<file path="src/rtl/mix_columns_iter.sv">
// mix_columns_iter
//   Iterative AES (Inv)MixColumns engine for a full 128-bit state.
//   A state is latched on accept and transformed in place,
//   COLS_PER_CYCLE columns per clock. The result is presented with a
//   valid/ready handshake.
//   Byte layout: column c = bits [32c+31:32c], row r = bits [8r+7:8r].
//   Build option: define MIXCOL_FWD_EN to build the forward (MixColumns)
//   path. Without it the block is InvMixColumns-only and ignores inv.
module mix_columns_iter #(
    parameter int COLS_PER_CYCLE = 1
) (
    input  logic         clk,
    input  logic         rst,
    input  logic         in_valid,
    output logic         in_ready,
    input  logic         inv,
    input  logic [127:0] state_in,
    output logic         out_valid,
    input  logic         out_ready,
    output logic [127:0] state_out
);

    generate
        if (!(COLS_PER_CYCLE == 1 || COLS_PER_CYCLE == 2 || COLS_PER_CYCLE == 4)) begin : g_bad_cols
            $error("mix_columns_iter: COLS_PER_CYCLE must be 1, 2 or 4");
        end
    endgenerate

    // Counter step and the start column of the final group. For 4 columns per
    // cycle the step truncates to 0, which is harmless because the only group
    // starts at column 0.
    localparam logic [1:0] CNT_STEP = 2'(COLS_PER_CYCLE);
    localparam logic [1:0] CNT_LAST = 2'(4 - COLS_PER_CYCLE);

    typedef enum logic [1:0] {
        IDLE = 2'd0,
        BUSY = 2'd1,
        DONE = 2'd2
    } state_t;

    state_t         state_r;
    state_t         state_nxt_s;
    logic           in_ready_r;
    logic           out_valid_r;
    logic [127:0]   work_r;
    logic [127:0]   work_nxt_s;
    logic [1:0]     cnt_r;
    logic           mode_r;
    logic           accept_s;
    logic [1:0]     idx_s;
    logic [31:0]    col_s;

    // GF(2^8) multiply by x, reduced modulo x^8+x^4+x^3+x+1.
    function automatic logic [7:0] xtime(input logic [7:0] a);
        return {a[6:0], 1'b0} ^ (a[7] ? 8'h1b : 8'h00);
    endfunction

    // InvMixColumns of one column: b_r = e*a_r ^ b*a_(r+1) ^ d*a_(r+2) ^ 9*a_(r+3).
    function automatic logic [31:0] mix_inv(input logic [31:0] col);
        logic [7:0] a  [4];
        logic [7:0] m9 [4];
        logic [7:0] mb [4];
        logic [7:0] md [4];
        logic [7:0] me [4];
        logic [7:0] x2;
        logic [7:0] x4;
        logic [7:0] x8;
        logic [31:0] res;
        res = 32'h0000_0000;
        for (int r = 0; r < 4; r++) begin
            a[r]  = col[8*r +: 8];
            x2    = xtime(a[r]);
            x4    = xtime(x2);
            x8    = xtime(x4);
            m9[r] = x8 ^ a[r];
            mb[r] = x8 ^ x2 ^ a[r];
            md[r] = x8 ^ x4 ^ a[r];
            me[r] = x8 ^ x4 ^ x2;
        end
        for (int r = 0; r < 4; r++) begin
            res[8*r +: 8] = me[r] ^ mb[(r + 1) % 4] ^ md[(r + 2) % 4] ^ m9[(r + 3) % 4];
        end
        return res;
    endfunction

`ifdef MIXCOL_FWD_EN
    // MixColumns of one column: b_r = 2*a_r ^ 3*a_(r+1) ^ a_(r+2) ^ a_(r+3).
    function automatic logic [31:0] mix_fwd(input logic [31:0] col);
        logic [7:0] a  [4];
        logic [7:0] m2 [4];
        logic [31:0] res;
        res = 32'h0000_0000;
        for (int r = 0; r < 4; r++) begin
            a[r]  = col[8*r +: 8];
            m2[r] = xtime(a[r]);
        end
        for (int r = 0; r < 4; r++) begin
            res[8*r +: 8] = m2[r] ^ m2[(r + 1) % 4] ^ a[(r + 1) % 4]
                          ^ a[(r + 2) % 4] ^ a[(r + 3) % 4];
        end
        return res;
    endfunction
`else
    // Direction is fixed to inverse in this build; the mode input and the
    // latched mode are deliberately left without a consumer.
    logic unused_mode_s;
    assign unused_mode_s = inv ^ mode_r;
`endif

    assign accept_s = in_valid && in_ready_r;

    // Next-state logic for the IDLE/BUSY/DONE sequencer.
    always_comb begin
        state_nxt_s = state_r;
        case (state_r)
            IDLE: begin
                if (accept_s) begin
                    state_nxt_s = BUSY;
                end else begin
                    state_nxt_s = IDLE;
                end
            end
            BUSY: begin
                if (cnt_r == CNT_LAST) begin
                    state_nxt_s = DONE;
                end else begin
                    state_nxt_s = BUSY;
                end
            end
            DONE: begin
                if (out_ready) begin
                    state_nxt_s = IDLE;
                end else begin
                    state_nxt_s = DONE;
                end
            end
            default: begin
                state_nxt_s = IDLE;
            end
        endcase
    end

    // Transform the current column group of the working state in place.
    always_comb begin
        work_nxt_s = work_r;
        idx_s      = 2'd0;
        col_s      = 32'h0000_0000;
        for (int j = 0; j < COLS_PER_CYCLE; j++) begin
            idx_s = cnt_r + 2'(j);
            col_s = work_r[{idx_s, 5'd0} +: 32];
`ifdef MIXCOL_FWD_EN
            if (mode_r) begin
                col_s = mix_inv(col_s);
            end else begin
                col_s = mix_fwd(col_s);
            end
`else
            col_s = mix_inv(col_s);
`endif
            work_nxt_s[{idx_s, 5'd0} +: 32] = col_s;
        end
    end

    // Sequencer state and the registered handshake flags derived from it.
    always_ff @(posedge clk or posedge rst) begin
        if (rst) begin
            state_r     <= IDLE;
            in_ready_r  <= 1'b1;
            out_valid_r <= 1'b0;
        end else begin
            state_r     <= state_nxt_s;
            in_ready_r  <= (state_nxt_s == IDLE);
            out_valid_r <= (state_nxt_s == DONE);
        end
    end

    // Working state, column counter and direction latched at accept.
    always_ff @(posedge clk or posedge rst) begin
        if (rst) begin
            work_r <= 128'h0;
            cnt_r  <= 2'd0;
            mode_r <= 1'b0;
        end else if (accept_s) begin
            work_r <= state_in;
            cnt_r  <= 2'd0;
`ifdef MIXCOL_FWD_EN
            mode_r <= inv;
`else
            mode_r <= 1'b1;
`endif
        end else if (state_r == BUSY) begin
            work_r <= work_nxt_s;
            if (cnt_r == CNT_LAST) begin
                cnt_r <= 2'd0;
            end else begin
                cnt_r <= cnt_r + CNT_STEP;
            end
        end else begin
            work_r <= work_r;
            cnt_r  <= cnt_r;
        end
    end

    assign in_ready  = in_ready_r;
    assign out_valid = out_valid_r;
    assign state_out = work_r;

endmodule
</file>
<file path="config.mk">
export PLATFORM = sky130hd
export DESIGN_NAME = mix_columns_iter
export DESIGN_NICKNAME = d
export VERILOG_FILES = /design/src/rtl/mix_columns_iter.sv
export SDC_FILE = /design/constraint.sdc
export NUM_CORES = 1
export LEC_CHECK = 0
export ABC_AREA = 1
export BUFFER_PORTS_ARGS = -buffer_cell sky130_fd_sc_hd__buf_2
export CAP_MARGIN = 25
export CORE_MARGIN = 2
export CORE_UTILIZATION = 25
export DETAILED_ROUTE_END_ITERATION = 10
export SYNTH_ARGS = -nofsm -noshare
export SYNTH_HDL_FRONTEND = slang
export SYNTH_SLANG_ARGS = --single-unit
</file>
<file path="constraint.sdc">
create_clock -name clk -period 7.62 [get_ports clk]
set_input_delay 0.381 -clock clk [delete_from_list [all_inputs] [get_ports clk]]
set_output_delay 0.381 -clock clk [all_outputs]
set_load 0.005 [all_outputs]
</file>
==> run summary <==
Synthesis produced a netlist whose cell count is 1833. The die covers 48100 um2. The final layout contains 2190 nets. The final critical path time including I/O delays and setup is 4.31 ns.

The average cell area after synthesis works out to 6.32 um2. TritonCTS built the clock tree. The worst slew margin relative to its limit came out at 0.338.

The worst setup path is launched from a flop. The critical path required time was 7.94 ns. The run gives 0 as the synthesis warning total. Largest fanout on the critical path: 53. The tools report the initial cell density of the core as 0.254. The share of Yosys cell area claimed by the top area cell type was 0.287; the number of search-and-repair iterations in the first detailed-routing pass was 6. After detailed routing, the total wire length is 52900 um.

The vertical extent of the die came out at 219 um. In the final routed layout, each cell accounts on average for 19.8 um. The worst setup path is captured at a flop. The transition time of the tightest slew-check pin was 0.991 ns; the post-cts hold buffer count was 0.

Across all setup checks in the final design, the least slack found is 3.31 ns. The sequential element share of the synthesized area is 0.290. For the setup slack at placement, the log shows 3.46 ns.

The logs give 17 for the TritonCTS buffer count and 0 for the final-report setup violation count. 0 antenna diodes ended up in the layout. The width of the die works out to 219 um. The critical path data arrival time was 4.64 ns. No sink is reached through more buffers than the 2 on the longest clock path. Post-synthesis cell type count: 36.

The minimum hold slack is -0.0000490 ns. The logs give 0 for the final number of max-transition violations and 1 for the number of hold-slack violations in the final timing report. Entering global routing, the biggest net connects 77 pins.

The critical path is of the flop to flop type. The number of setup buffers added after CTS is 0. Dividing the detail-routed via count by the number of cells gives 4.94.

The core region is 45600 um2. On the critical path, the stage with the largest delay is an instance of sky130_fd_sc_hd__dfrtp_4. Counting both buffers and inverters, the worst setup path holds a total of 4. The post-synthesis register bit count is 134, and the half-perimeter wire length after placement is 41100 um.

The filler cells instantiated in the layout total 5084. Gates resized during post-CTS repair numbered 0. The tools report the clock latency on the worst-skew pair as 0.45 ns.

Number of antenna violations at the first check in global routing: 0. Setup repair after global routing left no endpoint under its margin. The tools report the total grt overflow as 0. The wire length of the first global-routing pass was 77800 um; the number of nets still failing antenna checks after routing was 0.

Aggregate global-route resource usage: 0.219. The flow ran to the end, but the final reports show violations. Most area-hungry cell type in the Yosys netlist: sky130_fd_sc_hd__dfrtp_1. The placement row count is 78. The library cell used most frequently in the layout, excluding fill and tap cells, is sky130_fd_sc_hd__nand2_1. In the layout the commonest cells are 837 x sky130_fd_sc_hd__nand2_1, 261 x sky130_fd_sc_hd__nand3_1, 261 x sky130_fd_sc_hd__buf_2. The routed layout has 13200 vias.

The count of buffers added on input and output ports is 261. The delay of the slowest cell on the worst path came out at 0.82 ns. For the final clock skew, the log shows 0.0112 ns. The tightest min-delay check is of the input pin to async pin type. The critical path goes through inv_4, ha_1, a21oi_4, buf_16, inv_1, nand2_1, inv_1, nand3_1, nand3_1.

For the via count of the first global-routing pass, the log shows 12500. In the final timing run, aggregate negative setup slack is 0 ns. CTS built an H-tree with a depth of 4. By area the synthesized netlist is led by sky130_fd_sc_hd__dfrtp_1 29%, sky130_fd_sc_hd__nand2_1 27%, sky130_fd_sc_hd__nand3_1 11%. Number of DRC markers in iteration 0: 1186. Clock tree synthesis found a total of 134 sinks. In the routed design, unresolved DRC markers number 0. Max-cap violations in this run came to 0.

Top cell family by delay on the critical path: buffers and inverters. The logs give 1970 for the net count after synthesis and 263 for the number of I/O pins. The synthesized netlist occupies a cell area of 11600 um2.

After clock tree synthesis, the clock-pin slew on the worst setup and hold paths is 0.07 ns. The tools report the peak clock frequency supported by timing as 232 MHz. Compared with the post-synthesis result, the final layout area differs by 21.5%.

Clock tree synthesis selected as its root buffer the cell sky130_fd_sc_hd__clkbuf_16. At the end of routability-driven placement, the weighted congestion stood at 0.981. The checks that failed: hold timing. The share of post-route cells with drive strength above 1 came out at 0.207. The share of the clock period used by the worst path works out to 0.566.
## flip-flops by register name (all words and copies together) (netlist names)
signal / count
state_r: 2
cnt_r: 2
out_valid: 1
state_out: 128
in_ready: 1
## synthesized netlist by cell type (all sizes together)
cell and n:
nand2 901, nand3 270, inv 172, dfrtp 133, xor2 83, xnor2 48, buf 39, nand4 38
o21ai 38, clkbuf 36, nor2 22, o21bai 17, o211ai 11, nand3b 8, ha 4, or2 3
a21oi 2, nor3 2, a22o 1, clkinv 1, dfstp 1, nand2b 1, o22ai 1, o31ai 1
## cell families (layout without fill, tap and decap cells)
group	count (synthesis)	in the layout	synth area share
compound gates	71	71	0.0374
xor+xnor	131	131	0.108
fa+ha+maj	4	4	0.00432
buf+inv	248	481	0.0903
flops	134	134	0.290
simple gates	1245	1245	0.470
## stage by stage
| stage | std cells | utilization | cell area [um2] | hold slack (ns) |
|---|---|---|---|---|
| final | 2666 | 0.309 | 14100 | -0.0000490 |
| after floorplan | 1833 | - | 11600 | 0.453 |
| after CTS | 2665 | 0.308 | 14000 | 0.00754 |
| after detailed placement | 2633 | 0.295 | 13400 | 0.484 |
| after global routing | 2666 | 0.309 | 14100 | 0.0390 |
| after global placement | 2631 | 0.294 | 13400 | 0.472 |
## final cells by class
type	instances	area [um2]	share of cell area
inverters	173	662	0.0471
multi-input cells	1451	7210	0.513
repair buffers	276	1480	0.105
clock buffers	20	447	0.0318
flip-flops and latches	134	3360	0.239
well taps	600	751	0.0534
clock inverters	12	155	0.0110
## metal layers
metal | vias up | global-route usage | wire, um
li1 | 6189 | - | -
met1 | 6304 | 0.292 | 22900
met2 | 585 | 0.353 | 24300
met3 | 89 | 0.0370 | 3760
met4 | 0 | 0.0860 | 1920
met5 | - | 0 | 0
## path summary, 6_finish.rpt
kind                            start       endpoint  slack, ns  cells after the start
max in group asynchronous         rst   state_out[6]       6.57                      4
min in group clk            out_ready      out_valid       0.15                      2
setup / recovery             cnt_r[0]   state_out[0]       3.31                      9
hold / removal                    rst  state_out[34]   -0.00005                      2
setup reg to reg             cnt_r[0]   state_out[0]       3.31                      9
hold reg to reg            state_r[0]     state_r[0]       0.50                      1
Power is left out: the tool's default activity adds up to more than one toggle a clock period on the data nets, which glitch-free logic cannot reach.
